**src/rtl/stage_memory.sv**
```systemverilog
// Memory stage: issues lw/sw to a request/ack data memory, stalls upstream while busy, owns the M/W latch.
// Optional bounded wait: define MEM_TIMEOUT_EN to force completion (with exception and sticky dmem_err).
module stage_memory #(
    parameter int ADDR_W         = 12,
    parameter int TIMEOUT_CYCLES = 16
) (
    input  logic              clock,
    input  logic              reset_n,
    input  logic              in_valid,
    input  logic [4:0]        in_opcode,
    input  logic [4:0]        in_ALU_op,
    input  logic [4:0]        in_rd,
    input  logic [31:0]       in_ALU_result,
    input  logic [31:0]       in_store_data,
    input  logic [31:0]       in_pc_plus_1,
    input  logic              in_exception,
    output logic              stall,
    output logic [ADDR_W-1:0] address_dmem,
    output logic [31:0]       data_dmem,
    output logic              rden_dmem,
    output logic              wren_dmem,
    input  logic              dmem_ack,
    input  logic [31:0]       q_dmem,
    output logic              out_valid,
    output logic [4:0]        out_opcode,
    output logic [4:0]        out_ALU_op,
    output logic [4:0]        out_rd,
    output logic [31:0]       out_ALU_result,
    output logic [31:0]       out_pc_plus_1,
    output logic [31:0]       out_q_dmem,
    output logic              out_exception,
    output logic              dmem_err
);

    localparam logic [4:0] OP_LW = 5'b01000;
    localparam logic [4:0] OP_SW = 5'b00111;

    typedef enum logic {RUN, REQ} state_t;

    typedef struct packed {
        logic [4:0]  opcode;
        logic [4:0]  aluOp;
        logic [4:0]  rd;
        logic [31:0] aluResult;
        logic [31:0] pcPlus1;
        logic        exception;
    } instr_t;

    if (TIMEOUT_CYCLES < 2) begin : g_badTimeout
        $error("stage_memory: TIMEOUT_CYCLES must be at least 2");
    end

    state_t            state_q, state_d;
    logic [ADDR_W-1:0] addr_q, addr_d;
    logic [31:0]       data_q, data_d;
    logic              rden_q, rden_d;
    logic              wren_q, wren_d;
    instr_t            held_q, held_d;
    logic              outValid_q, outValid_d;
    instr_t            outInstr_q, outInstr_d;
    logic [31:0]       outQ_q, outQ_d;
    instr_t            instrIn;
    logic              isLoad;
    logic              isStore;
    logic              timeout;

    assign instrIn = {in_opcode, in_ALU_op, in_rd, in_ALU_result, in_pc_plus_1, in_exception};
    assign isLoad  = (in_opcode == OP_LW);
    assign isStore = (in_opcode == OP_SW);

    // Every cycle the M/W latch takes a bubble unless something completes.
    always_comb begin
        state_d    = state_q;
        addr_d     = addr_q;
        data_d     = data_q;
        rden_d     = rden_q;
        wren_d     = wren_q;
        held_d     = held_q;
        outValid_d = 1'b0;
        outInstr_d = '0;
        outQ_d     = '0;
        unique case (state_q)
            RUN: begin
                if (in_valid) begin
                    if (isLoad || isStore) begin
                        state_d = REQ;
                        addr_d  = in_ALU_result[ADDR_W-1:0];
                        data_d  = in_store_data;
                        rden_d  = isLoad;
                        wren_d  = isStore;
                        held_d  = instrIn;
                    end else begin
                        outValid_d = 1'b1;
                        outInstr_d = instrIn;
                    end
                end
            end
            REQ: begin
                if (dmem_ack || timeout) begin
                    state_d    = RUN;
                    rden_d     = 1'b0;
                    wren_d     = 1'b0;
                    outValid_d = 1'b1;
                    outInstr_d = held_q;
                    if (dmem_ack && rden_q) begin
                        outQ_d = q_dmem;
                    end
                    if (timeout) begin
                        outInstr_d.exception = 1'b1;
                    end
                end
            end
            default: state_d = RUN;
        endcase
    end

    always_ff @(posedge clock) begin
        if (!reset_n) begin
            state_q    <= RUN;
            addr_q     <= '0;
            data_q     <= '0;
            rden_q     <= 1'b0;
            wren_q     <= 1'b0;
            held_q     <= '0;
            outValid_q <= 1'b0;
            outInstr_q <= '0;
            outQ_q     <= '0;
        end else begin
            state_q    <= state_d;
            addr_q     <= addr_d;
            data_q     <= data_d;
            rden_q     <= rden_d;
            wren_q     <= wren_d;
            held_q     <= held_d;
            outValid_q <= outValid_d;
            outInstr_q <= outInstr_d;
            outQ_q     <= outQ_d;
        end
    end

`ifdef MEM_TIMEOUT_EN
    localparam int CNT_W = $clog2(TIMEOUT_CYCLES);

    logic [CNT_W-1:0] count_q, count_d;
    logic             err_q, err_d;

    // The counter sits at zero in RUN, so every REQ visit starts fresh; an ack always beats the timeout.
    assign timeout = (state_q == REQ) && !dmem_ack && (count_q == CNT_W'(TIMEOUT_CYCLES - 1));

    always_comb begin
        count_d = count_q;
        err_d   = err_q | timeout;
        if (state_q == RUN) begin
            count_d = '0;
        end else if (!dmem_ack) begin
            count_d = count_q + CNT_W'(1);
        end
    end

    always_ff @(posedge clock) begin
        if (!reset_n) begin
            count_q <= '0;
            err_q   <= 1'b0;
        end else begin
            count_q <= count_d;
            err_q   <= err_d;
        end
    end

    assign dmem_err = err_q;
`else
    assign timeout  = 1'b0;
    assign dmem_err = 1'b0;
`endif

    assign stall          = (state_q == REQ);
    assign address_dmem   = addr_q;
    assign data_dmem      = data_q;
    assign rden_dmem      = rden_q;
    assign wren_dmem      = wren_q;
    assign out_valid      = outValid_q;
    assign out_opcode     = outInstr_q.opcode;
    assign out_ALU_op     = outInstr_q.aluOp;
    assign out_rd         = outInstr_q.rd;
    assign out_ALU_result = outInstr_q.aluResult;
    assign out_pc_plus_1  = outInstr_q.pcPlus1;
    assign out_exception  = outInstr_q.exception;
    assign out_q_dmem     = outQ_q;

endmodule

```
**config.mk**
```make
export PLATFORM = sky130hd
export DESIGN_NAME = stage_memory
export DESIGN_NICKNAME = d
export VERILOG_FILES = /design/src/rtl/stage_memory.sv
export SDC_FILE = /design/constraint.sdc
export NUM_CORES = 1
export LEC_CHECK = 0
export ABC_AREA = 1
export CELL_PAD_IN_SITES_DETAIL_PLACEMENT = 1
export CELL_PAD_IN_SITES_GLOBAL_PLACEMENT = 1
export CORE_ASPECT_RATIO = 1.5
export CORE_MARGIN = 4
export CORE_UTILIZATION = 34
export CTS_BUF_LIST = sky130_fd_sc_hd__clkbuf_8
export CTS_CLUSTER_SIZE = 25
export DETAILED_ROUTE_END_ITERATION = 10
export GPL_ROUTABILITY_DRIVEN = 0
export HOLD_SLACK_MARGIN = 0.15
export PLACE_DENSITY_LB_ADDON = 0.1
export SLEW_MARGIN = 20
export SYNTH_ARGS = -nofsm -noshare
export SYNTH_HDL_FRONTEND = slang
export SYNTH_SLANG_ARGS = --single-unit
```
**constraint.sdc**
```tcl
create_clock -name clock -period 3.6 [get_ports clock]
set_clock_uncertainty 0.1 [all_clocks]
set_input_delay 0.72 -clock clock [delete_from_list [all_inputs] [get_ports clock]]
set_output_delay 0.72 -clock clock [all_outputs]
set_load 0.005 [all_outputs]
```
Yosys cells after proc, flatten, opt, wreduce, memory -nomap -nowiden --
Cells that the tools add are included.
Storage, ports and cells: output and inout bits 161, bits in registers 240, bits of input ports 148, logic and storage cells 49
Operators by class: equality and inequality tests 5, reduce and logical (&&, ||, !) cells 5, bitwise operators 1, mux-type cells 19
Operators with widths (number):
- 2-to-1 mux 80 bit | 3
- case mux 80 bit (2 select lines) | 1
- 2-to-1 mux 1 bit | 11
- case mux 1 bit (2 select lines) | 4
- inequality test 2 bit (second input constant) | 3
- AND reduction 3 bit | 2
- == test 5 x 3 -> 1 bit (second input constant) | 1
- == test 5 x 4 -> 1 bit (second input constant) | 1
- AND reduction 4 bit | 1
- logical AND 1 bit | 1
- logical OR 1 bit | 1
- NOT 1 bit | 1

Logic depth before layout (Yosys ltp) --
Gate-level depths: netlist (run 1).
depth after elaboration 5, depth in mapped cells 10, depth with buffers taken out 8

Worst setup path before layout (run 1) --
Ideal clock, no wire load.
path type input to register, start input in_opcode[0], end register addr_q[3], in the netlist address_dmem[3], data required time 3384 ps, library setup time 116 ps, stages 9, data arrival time 1568 ps, path buffers 2, path slack 1816 ps, path through inv_1 -> nor2_1 -> nand2_1 -> nand2_2 -> nand2_4 -> buf_6 -> buf_2 -> o21ai_0 -> nor2_1
Between the ends: word-level cells in the longest chain between the ends 3, elaborated cells on any way between the ends 4, classes of those cells eq/ne: 2; reduce/logical: 2
Ends and longest elaborated chain:
- start, declared | RTL line 10 | input logic [4:0] in_opcode,
- == test 5 x 4 -> 1 bit or == test 5 x 3 -> 1 bit (tied branches) | RTL line 68, 69
- logical OR 1 bit * | RTL line 85 | if (isLoad || isStore) begin
- AND reduction 3 bit (no source line) *
- end signal, assigned | RTL line 130 | addr_q <= addr_d;
- end, declared | RTL line 54 | logic [ADDR_W-1:0] addr_q, addr_d;
Mark *: on every way between the ends. The rest lies on a longest branch, timed or not. A chain may end at the register's enable or synchronous reset.

Worst setup path in the final report (run 1) --
start input in_opcode[0], end register data_q[3], in the netlist data_dmem[3]
Between the ends: word-level cells in the longest chain between the ends 3, elaborated cells on any way between the ends 4, classes of those cells eq/ne: 2; reduce/logical: 2
Ends and longest elaborated chain:
- == test 5 x 4 -> 1 bit or == test 5 x 3 -> 1 bit (tied branches) | RTL line 68, 69
- logical OR 1 bit * | RTL line 85
- AND reduction 3 bit (no source line) *
- end signal, assigned | RTL line 131 | data_q <= data_d;
- end, declared | RTL line 55 | logic [31:0] data_q, data_d;
Marks and branches as above.

==> flow_summary_export.csv, run 1 <==
group,metric,value,unit
outcome,status,"finished clean",
drt,dr_total_vias,7259,
timing,slew_violations,0,
finish,fin_area,0.01163,mm²
clock_network,cts.path.max_buffers,3,
logic_synthesis,synthArstFlopShare,0,
global_routing,antenna_found_initial,0,
power,p_sw,1.244,mW
placed_design,numPortBuffers,307,
global_routing,grt_util_met3,0.06282,
clock_network,cts_setup_buffers,0,
logic_synthesis,yosysTopAreaCell,"dfxtp_1",
finish,area_growth,48.86,%
floorplan,die_x,131.8,µm
clock_network,cts.repair.resized,0,
clock_network,root_buffer,"clkbuf_8",
clock_network,cts_inserted_buffers,37,
timing,finalSetupViolations,0,
floorplan,start_util,0.3477,
floorplan,coreArea,0.02247,mm²
timing,hold_viol,0,
timing,setup_tns,0,ns
logic_synthesis,yosysWarnings,0,
logic_synthesis,synth_edf_count,0,
timing,relSlewSlack,0.5581,
clock_network,clkSinkCount,228,
power,power.share.sequential,0.493,
floorplan,io_pins,309,
global_routing,grt_usage,0.1946,
logic_synthesis,synth.yosys.seq_area_share,0.5842,
critical_path,cp.required,3.94,ns
finish,num-fill-cells,2685,
hold_path,hp-class,"reg2reg",
global_routing,use_met1,0.2175,
timing,period_needed,2.349,ns
timing,worst_pin_slew,0.6629,ns
run,cap_violations,0,
floorplan,dieHeight,193.7,µm
finish,diodes,0,
power,internal_power,4.071,mW
timing,rsz0062_at_grt,"false",
placed_design,postPlaceCellArea,0.01089,mm²
placed_design,hpwlAfterDp,17310,µm
clock_network,htree_levels,2,
clock_network,clk_pin_slew_worst_paths,0.06,ns
clock_network,cts.hold.buffers_added,0,
global_routing,grt_max_degree,84,
power,p_leak,4.489,nW
logic_synthesis,postSynthCellCount,971,
timing,post-route-period-util,0.6526,
logic_synthesis,netlist_area,0.007812,mm²
timing,max_clock_freq,0.4257,GHz
logic_synthesis,yosysMostFrequentCell,"nor2_1",
logic_synthesis,syn_area_per_cell,8.046,µm²
logic_synthesis,ys_types,21,
logic_synthesis,synth_top_area_share,0.5842,
clock_network,clock_latency,0.51,ns
drt,drtAntennaViolNets,0,
power,pwr-share-comb,0.094,
critical_path,crit_type,"in2reg",
logic_synthesis,synth_ff_type,"dfxtp_1",
logic_synthesis,syn_nets,1119,
finish,nets,1400,
critical_path,crit_path_start_kind,"input port",
logic_synthesis,synthTopCellsByArea,"dfxtp_1 (58%), nor2_1 (12%), nand2_1 (8.0%)",
power,power.share.clock,0.413,
finish,drive_above_1_share,0.05786,
critical_path,worst_setup_path_end_kind,"register",
finish,finalCoreUtilization,0.5177,
clock_network,cts_tree,"built",
drt,drt-total-wl,25640,µm
logic_synthesis,synth-seq-cells,228,
drt,wl_per_cell,16.49,µm
global_routing,top_usage_layer,"met2",
power,power,5.315,mW
global_routing,grt_first_pass_wirelength,40500,µm
power,power_density,457.0,mW/mm²
floorplan,row_count,67,
global_routing,grt_overflow,0,
floorplan,dieArea,0.02552,mm²
logic_synthesis,synth_commonest_cells,"nor2_1 (256), dfxtp_1 (228), nand2_1 (167), o21ai_0 (107), a21oi_1 (84)",
power,switching_share,0.2340,
critical_path,crit_fanout,51,
global_routing,grt_pass1_vias,7514,
power,vdd_drop_max,0.3105,mV
global_routing,met2_usage,0.3564,
critical_path,crit_arrival,2.69,ns
drt,drcViolationCount,0,
drt,viasPerCell,4.668,
drt,first_pass_iters,7,
drt,drtIter0Drc,203,
through the flow:
step	cells	hold WS, ns	setup WS (ns)
2_1_floorplan	971	0.3176	1.816
3_3_place_gp	1489	0.3285	0.8039
3_5_place_dp	1489	0.3372	0.6789
4_1_cts	1555	0.3492	1.231
5_1_grt	1555	0.3611	1.055
6_report	1555	0.3448	1.251
worst paths after layout:
path / start / end / slack, ns / cells past startpoint
setup / recovery: in_opcode[0] / data_dmem[3]$_SDFFE_PN0P_ / 1.25 / 10
hold reg to reg: held_q[79]$_SDFFE_PN0P_ / held_q[79]$_SDFFE_PN0P_ / 0.34 / 2
setup reg to reg: stall$_SDFF_PN0_ / data_dmem[3]$_SDFFE_PN0P_ / 1.70 / 6
hold / removal: held_q[79]$_SDFFE_PN0P_ / held_q[79]$_SDFFE_PN0P_ / 0.34 / 2
flip-flops by register name (all words and copies together), names as in the netlist, 5 cells and up:
signal,flops
out_q_dmem,32
out_ALU_op,5
out_pc_plus_1,32
out_ALU_result,32
out_opcode,5
address_dmem,11
held_q,69
data_dmem,32
out_rd,5
cell families (layout without fill, tap and decap cells):
kind of cell | Yosys count | after routing | synth area share
other cells | 1 | 1 | 0.0004800
flops | 228 | 228 | 0.5842
compound gates | 192 | 192 | 0.1233
buf+inv | 116 | 424 | 0.07960
simple gates | 434 | 434 | 0.2124
cell type report:
cell class / count / area, µm² / area share
repair buffers: 319 / 3208 / 0.2758
clock buffers: 48 / 660.6 / 0.05680
flip-flops and latches: 228 / 4564 / 0.3925
clock inverters: 18 / 76.32 / 0.006563
multi-input cells: 627 / 2626 / 0.2258
inverters: 39 / 148.9 / 0.01280
well taps: 276 / 345.3 / 0.02969
power groups by stage:
stage          Clock [mW]  Combinational [mW]  Sequential [mW]
2_1_floorplan           0               0.176             2.68
3_3_place_gp            0               0.496             2.67
3_5_place_dp            0               0.504             2.68
4_1_cts              2.29               0.508             2.62
5_1_grt              2.38               0.546             2.63
6_report             2.20               0.498             2.62
per-layer routing:
metal | wire length [µm] | up-vias
li1 | - | 3596
met1 | 10090 | 3391
met2 | 13270 | 242
met3 | 1875 | 30
met4 | 409 | 0
met5 | 0 | -
cell usage in the layout (no fill, tap or decap), drive strengths merged:
master / instances
clkdlybuf4s50: 306
dfxtp: 228
clkinvlp: 1
clkinv: 6
a21oi: 84
nand2: 169
nand3: 6
o21a: 1
o21ai: 107
buf: 13
conb: 1
clkbuf: 48
inv: 50
nor2: 259
worst max-delay path: stages:
cell and delay [ns]:
clkdlybuf4s50_1 0.51, inv_1 0.05, nor2_1 0.13, nand2_1 0.08, nand2_2 0.13, nand2_4 0.21, clkinv_2 0.12, buf_4 0.47
nor2_1 0.11, nor2_1 0.13
Power figures use the tool's default switching activity.
==> run 2, diff against run 1 <==
--- a/config.mk
+++ b/config.mk
@@ -10,7 +10,7 @@
 export CELL_PAD_IN_SITES_GLOBAL_PLACEMENT = 1
 export CORE_ASPECT_RATIO = 1.5
 export CORE_MARGIN = 4
-export CORE_UTILIZATION = 34
+export CORE_UTILIZATION = 32
 export CTS_BUF_LIST = sky130_fd_sc_hd__clkbuf_8
 export CTS_CLUSTER_SIZE = 25
 export DETAILED_ROUTE_END_ITERATION = 10
==> constraint.sdc (replaced) <==
create_clock -name clock -period 2.45 [get_ports clock]
set_clock_uncertainty 0.1 [all_clocks]
set_input_delay 0.49 -clock clock [delete_from_list [all_inputs] [get_ports clock]]
set_output_delay 0.49 -clock clock [all_outputs]
set_load 0.005 [all_outputs]
==> flow_summary_export.csv, run 2 (same netlist as run 1, synthesis figures left out) <==
group,metric,value,unit
finish,finalCoreUtilization,0.4926,
timing,slew_violations,0,
hold_path,holdPathStages,2,
drt,wl_met3,2139,µm
critical_path,path_cells,"clkdlybuf4s50_1",
power,power.share.clock,0.410,
global_routing,grt_usage,0.1900,
critical_path,critical_path.top_delay_family,"buffers and inverters",
critical_path,r2r-end,"out_pc_plus_1[26]$_SDFF_PN0_",
drt,drtAntennaViolNets,0,
global_routing,grt_overflow,0,
hold_path,hp-class,"reg2reg",
drt,wl_per_cell,16.41,µm
power,p_sw,1.800,mW
drt,dr_total_vias,7339,
power,power.share.sequential,0.495,
finish,multi_input_area,0.002626,mm²
global_routing,grt_max_degree,58,
critical_path,worst_setup_path_end_kind,"primary output",
critical_path,r2r_start,"stall$_SDFF_PN0_",
drt,wl_met2,13080,µm
placed_design,numPortBuffers,307,
power,pwr-share-comb,0.096,
drt,drt-total-wl,26280,µm
floorplan,io_pins,309,
timing,rsz0062_at_grt,"false",
floorplan,row_count,69,
clock_network,clock_latency,0.51,ns
hold_path,min_from,"held_q[79]$_SDFFE_PN0P_",
global_routing,grt_first_pass_wirelength,40740,µm
timing,hold_viol,0,
drt,wl_met1,10240,µm
critical_path,reg2reg_slack,0.82,ns
floorplan,coreArea,0.02391,mm²
clock_network,cts.hold.buffers_added,0,
timing,setup_tns,0,ns
drt,viasPerCell,4.584,
floorplan,dieArea,0.02703,mm²
finish,area_growth,50.78,%
power,power_density,660.8,mW/mm²
clock_network,htree_levels,2,
finish,regMostFlops,"held_q",
finish,largest_reg_flops,69,
placed_design,hpwlAfterDp,18350,µm
timing,finalSetupViolations,0,
critical_path,max_stage_delay,0.54,ns
finish,num-fill-cells,2860,
clock_network,cts_setup_buffers,0,
clock_network,cts_tree,"built",
clock_network,clk_pin_slew_worst_paths,0.06,ns
finish,drive_above_1_share,0.06094,
drt,drtIter0Drc,230,
timing,period_needed,2.056,ns
timing,post-route-period-util,0.8391,
clock_network,clkSinkCount,228,
drt,first_pass_iters,4,
critical_path,crit_path_start_kind,"register",
drt,drcViolationCount,0,
global_routing,antenna_found_initial,3,
outcome,status,"finished clean",
power,internal_power,5.984,mW
clock_network,cts.path.max_buffers,3,
power,switching_share,0.2312,
critical_path,crit_fanout,3,
finish,mostFrequentLayoutCell,"clkdlybuf4s50_1",
critical_path,cp.required,1.86,ns
clock_network,root_buffer,"clkbuf_8",
clock_network,cts.repair.resized,0,
critical_path,slowest_stage,"clkdlybuf4s50_1",
timing,max_clock_freq,0.4865,GHz
floorplan,dieHeight,199.4,µm
critical_path,crit_arrival,1.47,ns
floorplan,start_util,0.3267,
floorplan,die_x,135.6,µm
power,vdd_drop_max,0.3914,mV
power,p_leak,4.519,nW
critical_path,path_buf_inv,1,
critical_path,reg2reg_depth,6,
finish,regArea,0.004564,mm²
critical_path,crit_type,"reg2out",
finish,nets,1407,
drt,top_layer,"met5",
clock_network,cts_inserted_buffers,38,
finish,final_cell_mix,"clkdlybuf4s50_1 (306), nor2_1 (256), dfxtp_1 (228), nand2_1 (167), o21ai_0 (107)",
hold_path,holdPathEnd,"held_q[79]$_SDFFE_PN0P_",
global_routing,grt_pass1_vias,7573,
run,cap_violations,0,
## run 2: layer usage
metal / GRT usage / vias to the layer above
met3: 0.06398 / 58
met5: 0 / -
met1: 0.2078 / 3442
met4: 0.07097 / 2
li1: - / 3601
met2: 0.3394 / 236
## run 2: how the worst max path moves through the flow
stage                     depth (start not counted)  slack (ns)                         start                            to
after floorplan                                   9        0.90                  in_opcode[0]  address_dmem[3]$_SDFFE_PN0P_
after global placement                            9        0.18                  in_opcode[2]       held_q[56]$_SDFFE_PN0P_
after detailed placement                          9        0.14                  in_opcode[2]     data_dmem[0]$_SDFFE_PN0P_
after CTS                                         1        0.32  address_dmem[4]$_SDFFE_PN0P_               address_dmem[4]
after global routing                              1        0.29  address_dmem[4]$_SDFFE_PN0P_               address_dmem[4]
final                                             1        0.39  address_dmem[4]$_SDFFE_PN0P_               address_dmem[4]
## run 2: area by class of cell
class,instances,share of cell area
clock inverter,13,0.004780
tap,319,0.03388
timing repair buffer,325,0.2817
inverter,39,0.01275
multi-input combinational,627,0.2229
antenna,2,0.0004249
clock buffer,48,0.05608
sequential,228,0.3875
## run 2: power by group through the flow
stage / sequential (mW) / clock, mW / combinational, mW
after global placement: 3.93 / 0 / 0.742
final: 3.85 / 3.19 / 0.744
after global routing: 3.86 / 3.49 / 0.822
after floorplan: 3.93 / 0 / 0.259
after CTS: 3.85 / 3.31 / 0.760
after detailed placement: 3.93 / 0 / 0.755
## run 2: metrics by stage
step / hold slack, ns / std cells / power (mW) / instance area (µm²) / setup WS (ns)
2_1_floorplan: 0.3176 / 971 / 4.193 / 7812 / 0.8957
3_3_place_gp: 0.3320 / 1538 / 4.675 / 11060 / 0.1843
5_1_grt: 0.3654 / 1601 / 8.177 / 11780 / 0.2944
4_1_cts: 0.3489 / 1599 / 7.927 / 11780 / 0.3182
6_report: 0.3589 / 1601 / 7.784 / 11780 / 0.3943
3_5_place_dp: 0.3474 / 1538 / 4.689 / 11060 / 0.1355
==> run 3, diff against run 2 <==
--- a/config.mk
+++ b/config.mk
@@ -10,7 +10,7 @@
 export CELL_PAD_IN_SITES_GLOBAL_PLACEMENT = 1
 export CORE_ASPECT_RATIO = 1.5
 export CORE_MARGIN = 4
-export CORE_UTILIZATION = 32
+export CORE_UTILIZATION = 29
 export CTS_BUF_LIST = sky130_fd_sc_hd__clkbuf_8
 export CTS_CLUSTER_SIZE = 25
 export DETAILED_ROUTE_END_ITERATION = 10
==> constraint.sdc (replaced) <==
create_clock -name clock -period 1.8 [get_ports clock]
set_clock_uncertainty 0.1 [all_clocks]
set_input_delay 0.36 -clock clock [delete_from_list [all_inputs] [get_ports clock]]
set_output_delay 0.36 -clock clock [all_outputs]
set_load 0.005 [all_outputs]
==> flow_summary_export.csv, run 3 (same netlist as run 1, synthesis figures left out) <==
group,metric,value,unit
finish,multi_input_area,0.002626,mm²
drt,dr_total_vias,7318,
finish,num-fill-cells,3232,
floorplan,row_count,73,
timing,rsz0062_at_grt,"false",
finish,final_cell_mix,"nor2_1 (256), dfxtp_1 (221), nand2_1 (167), dlygate4sd2_1 (160), clkdlybuf4s50_1 (146)",
finish,regArea,0.004573,mm²
floorplan,dieHeight,209.0,µm
clock_network,clk_pin_slew_worst_paths,0.06,ns
clock_network,cts_inserted_buffers,39,
timing,period_needed,1.641,ns
finish,regMostFlops,"held_q",
critical_path,worst_setup_path_end_kind,"primary output",
critical_path,slowest_stage,"dfxtp_1",
drt,wl_met3,2042,µm
floorplan,dieArea,0.02968,mm²
timing,hold_viol,0,
finish,fin_area,0.01175,mm²
placed_design,postPlaceCellArea,0.01118,mm²
global_routing,grt_pass1_vias,7592,
power,vdd_drop_max,0.5448,mV
drt,wl_met1,10350,µm
power,p_leak,5.314,nW
critical_path,critical_path.top_delay_family,"flip-flops",
global_routing,antenna_found_initial,5,
placed_design,hpwlAfterDp,18280,µm
critical_path,crit_path_start_kind,"register",
outcome,status,"finished clean",
clock_network,clock_latency,0.52,ns
drt,drtIter0Drc,234,
drt,viasPerCell,4.476,
global_routing,grt_overflow,0,
global_routing,grt_max_degree,65,
clock_network,htree_levels,2,
clock_network,cts.path.max_buffers,3,
floorplan,start_util,0.2939,
drt,drt-total-wl,26370,µm
drt,wl_per_cell,16.13,µm
placed_design,dp_slack,-0.3528,ns
floorplan,coreArea,0.02658,mm²
drt,wl_met2,13240,µm
finish,largest_reg_flops,69,
global_routing,grt_usage,0.1750,
finish,drive_above_1_share,0.07336,
drt,drcViolationCount,0,
drt,first_pass_iters,4,
timing,max_clock_freq,0.6092,GHz
timing,holdWs,0.2531,ns
critical_path,crit_fanout,3,
critical_path,path_cells,"dlygate4sd2_1",
floorplan,die_x,142.0,µm
drt,drtAntennaViolNets,0,
critical_path,cp.required,1.34,ns
critical_path,max_stage_delay,0.35,ns
timing,setup_ws,0.1585,ns
finish,mostFrequentLayoutCell,"nor2_1",
drt,top_layer,"met5",
timing,setup_tns,0,ns
clock_network,clkSinkCount,228,
placed_design,numPortBuffers,307,
timing,post-route-period-util,0.9119,
clock_network,cts_setup_buffers,0,
timing,slew_violations,0,
global_routing,grt_first_pass_wirelength,41660,µm
critical_path,crit_arrival,1.18,ns
critical_path,path_buf_inv,1,
power,power_density,908.6,mW/mm²
power,power,10.68,mW
critical_path,crit_type,"reg2out",
run,cap_violations,0,
finish,nets,1419,
floorplan,io_pins,309,
clock_network,root_buffer,"clkbuf_8",
hold_path,hp-class,"in2reg",
timing,finalSetupViolations,0,
clock_network,cts_tree,"built",
finish,area_growth,50.43,%
## run 3: cell count changes in the layout (fill, tap and decap cells not counted), moves of 2 or more
cell	change
dfxtp_1	-7
inv_1	+4
buf_4	+8
dlygate4sd2_1	+160
clkdlybuf4s50_1	-160
buf_12	+2
clkbuf_8	+2
dfxtp_2	+7
## run 3: repair_timing
action	4_1_cts	5_1_grt
endpoints found under the hold margin	1	0
setup endpoints to repair	160	0
hold buffers	1	0
resized for setup	167	0
## run 3: final cells by class
cell class,count,share of cell area
sequential,228,0.3891
timing repair buffer,336,0.2747
multi-input combinational,627,0.2235
clock buffer,50,0.05855
tap,337,0.03588
inverter,39,0.01278
clock inverter,15,0.004897
antenna,3,0.0006388
## run 3: per-layer routing
layer  global-route usage  vias up
li1                     -     3629
met1               0.1954     3410
met2               0.3086      225
met3              0.05792       50
met4              0.05960        4
met5                    0        -
## run 3: power by group
part           switching (mW)  internal, mW  total [mW]
sequential             0.0496          5.19        5.24
combinational           0.431         0.532       0.963
clock                    2.02          2.46        4.48
## run 3: per-stage QoR
| step | util | cells |
|---|---|---|
| final | 0.4422 | 1635 |
| after global routing | 0.4422 | 1635 |
| after CTS | 0.4419 | 1632 |
| after detailed placement | 0.4207 | 1566 |
| after global placement | 0.4207 | 1566 |
| after floorplan | - | 971 |
## run 3: worst register-to-register path: cells and delay by family, from the launching register on
family / cells / cell delay [ns]
buffers and inverters: 2 / 0.41
DFF: 1 / 0.34
and+or+nand+nor: 3 / 0.33
AOI/OAI and AO/OA: 1 / 0.23
## run 3: path summary, 6_finish.rpt
kind / startpoint / endpoint / slack [ns] / cells past startpoint
worst max-delay path: address_dmem[8]$_SDFFE_PN0P_ / address_dmem[8] / 0.16 / 1
worst max register to register: stall$_SDFF_PN0_ / held_q[13]$_SDFFE_PN0P_ / 0.29 / 6
worst min register to register: held_q[79]$_SDFFE_PN0P_ / held_q[79]$_SDFFE_PN0P_ / 0.34 / 2
worst min-delay path: q_dmem[8] / out_q_dmem[8]$_SDFF_PN0_ / 0.25 / 3
